==> src/rtl/pwm_pkg.sv <==
// pwm_pkg
// Shared constants and types for the PWM peripheral slice.
//   PWM_CNT_W : width of the period counter (one period = 2**PWM_CNT_W counts)
//   NUM_CH    : number of output channels
//   DUTY_FULL : duty code that means "always on" (100 %)
package pwm_pkg;

   localparam int PWM_CNT_W = 8;
   localparam int NUM_CH    = 16;

   typedef logic [PWM_CNT_W-1:0] duty_t;

   localparam duty_t DUTY_FULL = 8'hFF;

endpackage : pwm_pkg

==> src/rtl/pwm_timebase.sv <==
// pwm_timebase
// Free-running prescaler plus 8-bit period counter shared by all channels.
// The counter advances once every CLK_DIV clk cycles and wraps 255 -> 0
// without stalling, so one PWM period is 256 * CLK_DIV clk cycles.
//
// Parameters
//   CLK_DIV           clk cycles per count (>= 1)
// Ports
//   clk               system clock, rising edge
//   rst               asynchronous active-high reset
//   cnt               current count within the period
//   wrap              last clk cycle of the period (tick while cnt == 255)
//   period_start_cond first clk cycle of the period (pre == 0, cnt == 0)
module pwm_timebase
   import pwm_pkg::*;
#(
   parameter int CLK_DIV = 13
) (
   input  logic                 clk,
   input  logic                 rst,
   output logic [PWM_CNT_W-1:0] cnt,
   output logic                 wrap,
   output logic                 period_start_cond
);

   // $clog2(1) is 0; keep at least one bit so the prescaler always exists.
   localparam int              PRE_W   = (CLK_DIV > 1) ? $clog2(CLK_DIV) : 1;
   localparam logic [PRE_W-1:0] PRE_MAX = PRE_W'(CLK_DIV - 1);

   logic [PRE_W-1:0]     pre_reg;
   logic [PWM_CNT_W-1:0] cnt_reg;
   logic                 tick;

   // With CLK_DIV == 1 the prescaler sits at 0 and tick is high every cycle.
   assign tick = (pre_reg == PRE_MAX);

   always_ff @(posedge clk or posedge rst) begin
      if (rst) begin
         pre_reg <= '0;
         cnt_reg <= '0;
      end else begin
         pre_reg <= tick ? '0 : pre_reg + 1'b1;
         if (tick) begin
            cnt_reg <= cnt_reg + 1'b1;
         end
      end
   end

   assign cnt               = cnt_reg;
   assign wrap              = tick && (cnt_reg == '1);
   assign period_start_cond = (pre_reg == '0) && (cnt_reg == '0);

endmodule : pwm_timebase

==> src/rtl/pwm_peripheral.sv <==
// pwm_peripheral
// Drives 16 output pins from the SPI configuration registers. Each pin is
// off, statically on, or PWM-modulated by one shared 8-bit duty cycle on a
// common timebase.
//
// Build option (macro PWM_DUTY_SHADOW_EN):
//   defined   - duty is taken from a shadow register that reloads from
//               pwm_duty_cycle only at the period boundary, so a period is
//               never cut short or stretched by a mid-period write.
//   undefined - duty is used directly; a change shows on out one clk later.
//
// Parameters
//   CLK_DIV          clk cycles per PWM count (>= 1)
// Ports
//   clk              system clock, rising edge
//   rst              asynchronous active-high reset
//   en_reg_out_7_0   output enable, channels 7..0
//   en_reg_out_15_8  output enable, channels 15..8
//   en_reg_pwm_7_0   PWM mode select, channels 7..0
//   en_reg_pwm_15_8  PWM mode select, channels 15..8
//   pwm_duty_cycle   shared duty, 0x00 = 0 %, 0xFF = 100 %
//   out              registered channel outputs
//   period_start     one-cycle pulse marking count 0 of each period
module pwm_peripheral
   import pwm_pkg::*;
#(
   parameter int CLK_DIV = 13
) (
   input  logic              clk,
   input  logic              rst,
   input  logic [7:0]        en_reg_out_7_0,
   input  logic [7:0]        en_reg_out_15_8,
   input  logic [7:0]        en_reg_pwm_7_0,
   input  logic [7:0]        en_reg_pwm_15_8,
   input  logic [7:0]        pwm_duty_cycle,
   output logic [NUM_CH-1:0] out,
   output logic              period_start
);

   logic [PWM_CNT_W-1:0] cnt;
   logic                 wrap;
   logic                 period_start_cond;
   duty_t                duty_eff;
   logic                 lvl;
   logic [NUM_CH-1:0]    en_out;
   logic [NUM_CH-1:0]    en_pwm;
   logic [NUM_CH-1:0]    out_next;
   logic [NUM_CH-1:0]    out_reg;
   logic                 period_start_reg;

   pwm_timebase #(
      .CLK_DIV (CLK_DIV)
   ) u_timebase (
      .clk               (clk),
      .rst               (rst),
      .cnt               (cnt),
      .wrap              (wrap),
      .period_start_cond (period_start_cond)
   );

`ifdef PWM_DUTY_SHADOW_EN
   duty_t duty_shadow_reg;

   // Reloading on the last cycle of a period makes the new duty apply from
   // cnt == 0; a write landing exactly on that cycle is still captured.
   always_ff @(posedge clk or posedge rst) begin
      if (rst) begin
         duty_shadow_reg <= '0;
      end else if (wrap) begin
         duty_shadow_reg <= pwm_duty_cycle;
      end
   end

   assign duty_eff = duty_shadow_reg;
`else
   // Without the shadow the period boundary has no consumer.
   logic unused_wrap;
   assign unused_wrap = wrap;
   assign duty_eff    = pwm_duty_cycle;
`endif

   // 0xFF is forced fully on; any other N gives N high counts out of 256.
   assign lvl = (duty_eff == DUTY_FULL) ? 1'b1 : (cnt < duty_eff);

   assign en_out = {en_reg_out_15_8, en_reg_out_7_0};
   assign en_pwm = {en_reg_pwm_15_8, en_reg_pwm_7_0};

   generate
      for (genvar gi = 0; gi < NUM_CH; gi++) begin : g_ch
         assign out_next[gi] = en_out[gi] & (en_pwm[gi] ? lvl : 1'b1);
      end
   endgenerate

   always_ff @(posedge clk or posedge rst) begin
      if (rst) begin
         out_reg          <= '0;
         period_start_reg <= 1'b0;
      end else begin
         out_reg          <= out_next;
         period_start_reg <= period_start_cond;
      end
   end

   assign out          = out_reg;
   assign period_start = period_start_reg;

endmodule : pwm_peripheral

==> config.mk <==
export PLATFORM = sky130hd
export DESIGN_NAME = pwm_peripheral
export DESIGN_NICKNAME = d
export VERILOG_FILES = /design/src/rtl/pwm_pkg.sv /design/src/rtl/pwm_timebase.sv /design/src/rtl/pwm_peripheral.sv
export SDC_FILE = /design/constraint.sdc
export NUM_CORES = 1
export LEC_CHECK = 0
export ABC_CLOCK_PERIOD_IN_PS = 2400
export CORE_MARGIN = 2
export CORE_UTILIZATION = 42
export CTS_BUF_LIST = sky130_fd_sc_hd__clkbuf_16
export DETAILED_ROUTE_END_ITERATION = 7
export PLACE_DENSITY = 0.77
export SETUP_SLACK_MARGIN = 0.02
export SYNTH_ARGS = -nofsm -noshare
export SYNTH_HDL_FRONTEND = slang
export SYNTH_SLANG_ARGS = --single-unit
==> constraint.sdc <==
create_clock -name clk -period 2.4 [get_ports clk]
set_clock_uncertainty 0.05 [all_clocks]
set_input_delay 0.48 -clock clk [delete_from_list [all_inputs] [get_ports clk]]
set_output_delay 0.48 -clock clk [all_outputs]
set_load 0.01 [all_outputs]
==> Yosys cells after proc, flatten, opt, wreduce, memory -nomap -nowiden <==
Index checks and enable logic that the tools add are counted.
{ "op_classes": {"muxes": 18, "eq_ne": 2, "bitwise": 16, "n_addsub": 2, "n_reduce_logical": 3, "magnitude_cmp": 1} }
{ "ops": {"columns": ["operator", "n"], "rows": [
  ["$mux W1", 17],
  ["$and A1 B1 Y1", 16],
  ["$add A8 B1 Y8 const B", 1],
  ["$eq A8 B8 Y1 const B", 1],
  ["$logic_not A8 Y1", 1],
  ["$lt A8 B8 Y1", 1],
  ["$add A4 B1 Y4 const B", 1],
  ["$eq A4 B4 Y1 const B", 1],
  ["$logic_not A4 Y1", 1],
  ["$mux W4", 1],
  ["$logic_and A1 B1 Y1", 1]
]} }
{ "word_totals": {"word_cells": 46, "output_inout_bits": 17, "reg_bits": 29, "input_bits": 42} }

==> Longest topological paths before layout <==
Gate-level depths: netlist (run 1).
{ "logic_depth": {"word_depth": 4, "depth_mapped": 7, "ltp_nobuf": 6} }

==> Hierarchy <==
From an unflattened synthesis (run 1), not the netlist that was laid out.
{ "unflattened": {"cells_unflattened": 117, "area_unflattened_um2": 1413.9} }
{ "modules_own_cells": {"columns": ["module", "seq_area_each_um2", "cells_per_inst", "n_inst", "area_per_inst_um2"], "rows": [
  ["pwm_peripheral", 425.4, 62, 1, 819.5],
  ["pwm_timebase", 300.3, 55, 1, 594.3]
]} }

==> Worst setup path before layout (run 1) <==
No wires, ideal clock.
{ "synth_timing": {"path_kind": "input to register", "start": "in pwm_duty_cycle[6]", "end": "reg out_reg[10], in the netlist out[10]", "slack_ns": 0.565, "path_stages": 7, "t_required_ns": 2.228, "t_arrival_ns": 1.663, "setup_time_ns": 0.122, "n_path_buf": 1, "cell_sequence": "inv_1 > ha_1 > and4_1 > o21ai_1 > o32ai_4 > buf_6 > a21boi_2"} }
{ "synth_between": {"elab_chain_cells": 4, "elab_cells_between_ends": 5, "cone_classes": "1 x order compare; 1 x eq/ne; 2 x mux; 1 x bitwise"} }
{ "synth_rtl": {"columns": ["item", "line_no", "rtl"], "rows": [
  ["start: declaration", "pwm_peripheral.sv:35", "input logic [7:0] pwm_duty_cycle,"],
  ["$lt A8 B8 Y1 or $eq A8 B8 Y1 (tied branches)", "pwm_peripheral.sv:83", "assign lvl = (duty_eff == DUTY_FULL) ? 1'b1 : (cnt < duty_eff);"],
  ["$mux W1 (*)", "pwm_peripheral.sv:83", null],
  ["$mux W1 (*)", "pwm_peripheral.sv:90", "assign out_next[gi] = en_out[gi] & (en_pwm[gi] ? lvl : 1'b1);"],
  ["$and A1 B1 Y1 (*)", "pwm_peripheral.sv:90", null],
  ["via out_next[10]", "pwm_peripheral.sv:47", "logic [NUM_CH-1:0] out_next;"],
  ["end signal: assignment", "pwm_peripheral.sv:99", "out_reg <= out_next;"],
  ["end: declaration", "pwm_peripheral.sv:48", "logic [NUM_CH-1:0] out_reg;"]
]} }
The timed path passes the listed nets; every way through them passes the cells marked *.
A chain may end at the register's enable or synchronous reset.

==> Worst setup path after layout (run 1) <==
{ "layout_timing": {"start": "in pwm_duty_cycle[6]", "end": "reg out_reg[13], in the netlist out[13]"} }
Same word-level chain as after synthesis.

==> reports/qor.yml, run 1 <==
critPathSlowestCell: "clkdlybuf4s50_1"
worst-setup-path-type: "in -> reg"
slew_headroom_pct: 75.9
power_switching_w: 0.000237
nFillCells: 267
grt_use_met2_pct: 33.2
crit_buf_inv: 3
cp_cell_sequence: "clkdlybuf4s50_1, inv_1, ha_1, a41o_1, a21oi_1, o32ai_4, buf_12, a21boi_0"
ctsResizeCount: 0
place_ws_ps: -62.2
design_area_mm2: 0.00218
grt_max_degree: 30
worst_ir_drop_vdd_mv: 0.434
largest_reg_flops: 16
status: "finished clean"
routedWlPerCell_um: 13.8
grt_pass1_vias: 1175
fp.dieH_um: 61.7
cts-htree-levels: 2
switching_share_pct: 19.6
finalMaxSlewViolations: 0
synth_seq_cells: 29
ant_nets: 0
gp_congestion: 0.729
place_area_mm2: 0.00205
grt_pass1_wl_mm: 4.81
coreArea_mm2: 0.00310
maxCapViolCount: 0
dieWidth_um: 61.7
synth-edff-count: 0
period_share_pct: 90.4
critPathLaunchType: "input pin"
io_buffers: 58
hold_slack_ps: 441
globalRouteOverflowTotal: 0
numClockSinks: 29
rows: 20
dpl.hpwl_mm: 2.36
grtUsageMet1_pct: 16.5
yosysWarnings: 0
combPwrFrac_pct: 12.2
cts_buffers: 5
netlist_instances: 110
io_pins: 59
worstSkewPairLatency_ps: 270
leakagePower_nw: 0.989
hold_class: "reg -> reg"
rsz0062_at_grt: "no"
antenna_cells: 0
fmax_mhz: 461
endpoint_kind: "flip-flop"
dr.pass1.iters: 2
nets: 228
synthArstFlopShare_pct: 100
cts_tree: "yes"
critPathArrivalTime_ps: 2290
num_vias: 1067
antenna_found_initial: 0
worst_pin_slew_ps: 361
die_area_mm2: 0.00381
grt_busiest_layer: "met2"
p_int_w: 0.000972
drive_above_1_share_pct: 12.0
p_per_area_mw_per_mm2: 555
critPathMaxStageDelay_ps: 480
cts_root_buffer: "clkbuf_16"
pwr-share-seq_pct: 42.1
setup_viol: 0
crit_fanout: 16
netlist_area_mm2: 0.00140
ys_types: 28
fin_tns_setup_ps: 0
wirelength_mm: 3.02
required_ps: 2520
cts_hold_buf: 0
ys.flop_type: "dfrtp_1"
period_needed_ps: 2170
pwr-share-clk_pct: 45.7
syn_to_final_growth_pct: 55.7
postCtsSetupBuffers: 0
grt_use_total_pct: 18.2
drc: 0
timing.final.ws_setup_ps: 230
via_per_inst: 4.87
syn-num-nets: 163
ys_seq_area_share_pct: 51.9
crit_family: "compound AO/OA/AOI/OAI gates"
drt-initial-drc-count: 17
clock_path_buffers: 2
syn_area_per_cell_um2: 12.7
globalRouteMet3Util_pct: 10.1
clkTransAtPathRegs_ps: 50
initial_core_util_pct: 45.1
hold_viol_final: 0
[layout make-up]
class,count,area [um2],share of cell area [%]
Clock buffer,5,125,5.74
Tap cell,44,55.1,2.53
Timing Repair Buffer,60,608,27.9
Multi-Input combinational cell,66,608,27.9
Sequential cell,29,726,33.3
Clock inverter,2,7.51,0.345
Inverter,13,48.8,2.24
[metrics by stage]
step                power [W]  util, %  std cells
floorplan            0.000557        -        110
global placement     0.000660     65.9        212
detailed placement   0.000665     65.9        212
CTS                   0.00122     70.2        219
global route          0.00126     70.2        219
finish                0.00121     70.2        219
[Yosys cell counts, types with 2 or more instances]
master	count	area share (%)
dfrtp_1	29	52
nand3_1	2	0.72
xor2_1	2	1.3
inv_1	13	3.5
and3_1	2	0.89
a21oi_1	2	0.72
xnor2_1	6	3.8
nand4_1	3	1.3
nor2_1	4	1.1
nand2_1	2	0.54
o21ai_0	2	0.72
a21boi_0	6	3.2
ha_1	11	9.8
a21boi_2	10	8.1
and4_1	3	1.9
[cells by family (layout without fill, tap and decap cells)]
| family | Yosys count | in the layout | share of synthesized area, % |
|---|---|---|---|
| xor gates and xnor gates | 8 | 8 | 5.01 |
| adders and majority gates | 11 | 11 | 9.84 |
| DFF | 29 | 29 | 51.9 |
| AOI/OAI and AO/OA | 27 | 27 | 19.4 |
| buffers and inverters | 15 | 80 | 4.65 |
| and+or+nand+nor | 20 | 20 | 9.21 |
[power by group through the flow]
stage / clock network (W) / logic, W / registers, W
floorplan: 0 / 0.0000337 / 0.000523
global placement: 0 / 0.000145 / 0.000515
detailed placement: 0 / 0.000150 / 0.000516
CTS: 0.000563 / 0.000151 / 0.000509
global route: 0.000590 / 0.000160 / 0.000509
finish: 0.000552 / 0.000148 / 0.000509
[per-layer routing]
layer / vias up / routed length [um]
li1: 515 / -
met1: 503 / 1070
met2: 43 / 1590
met3: 6 / 315
met4: 0 / 49
met5: - / 0
[cell usage in the layout, fill, tap and decap left out, drive strengths merged, types with 2 or more instances in the layout]
cell type	netlist	layout
clkbuf	0	5
a21oi	2	2
nor2	4	4
and4	4	4
xnor2	6	6
ha	11	11
xor2	2	2
clkdlybuf4s50	0	58
nand4	3	3
nand2	2	2
a21boi	16	16
and3	2	2
o21ai	3	3
nand3	2	2
dfrtp	29	29
buf	2	2
inv	13	14
[path summary, 6_finish.rpt]
kind,start,end,slack [ps],cells past startpoint
max,pwm_duty_cycle[6],out[13],230,8
min,u_timebase.pre_reg[0],u_timebase.pre_reg[0],440,1
max reg2reg,u_timebase.cnt[6],out[13],550,6
min reg2reg,u_timebase.pre_reg[0],u_timebase.pre_reg[0],440,1
max in group asynchronous,rst,u_timebase.cnt[6],1500,3
min in group asynchronous,rst,out[12],530,3
(Power assumes the default switching activity.)
==> run 2: changes to the inputs <==
- GPL_ROUTABILITY_DRIVEN: default -> 0
- TNS_END_PERCENT: default -> 1
==> results of run 2 <==
Final layout, timing and power as in run 1 (identical DEF).
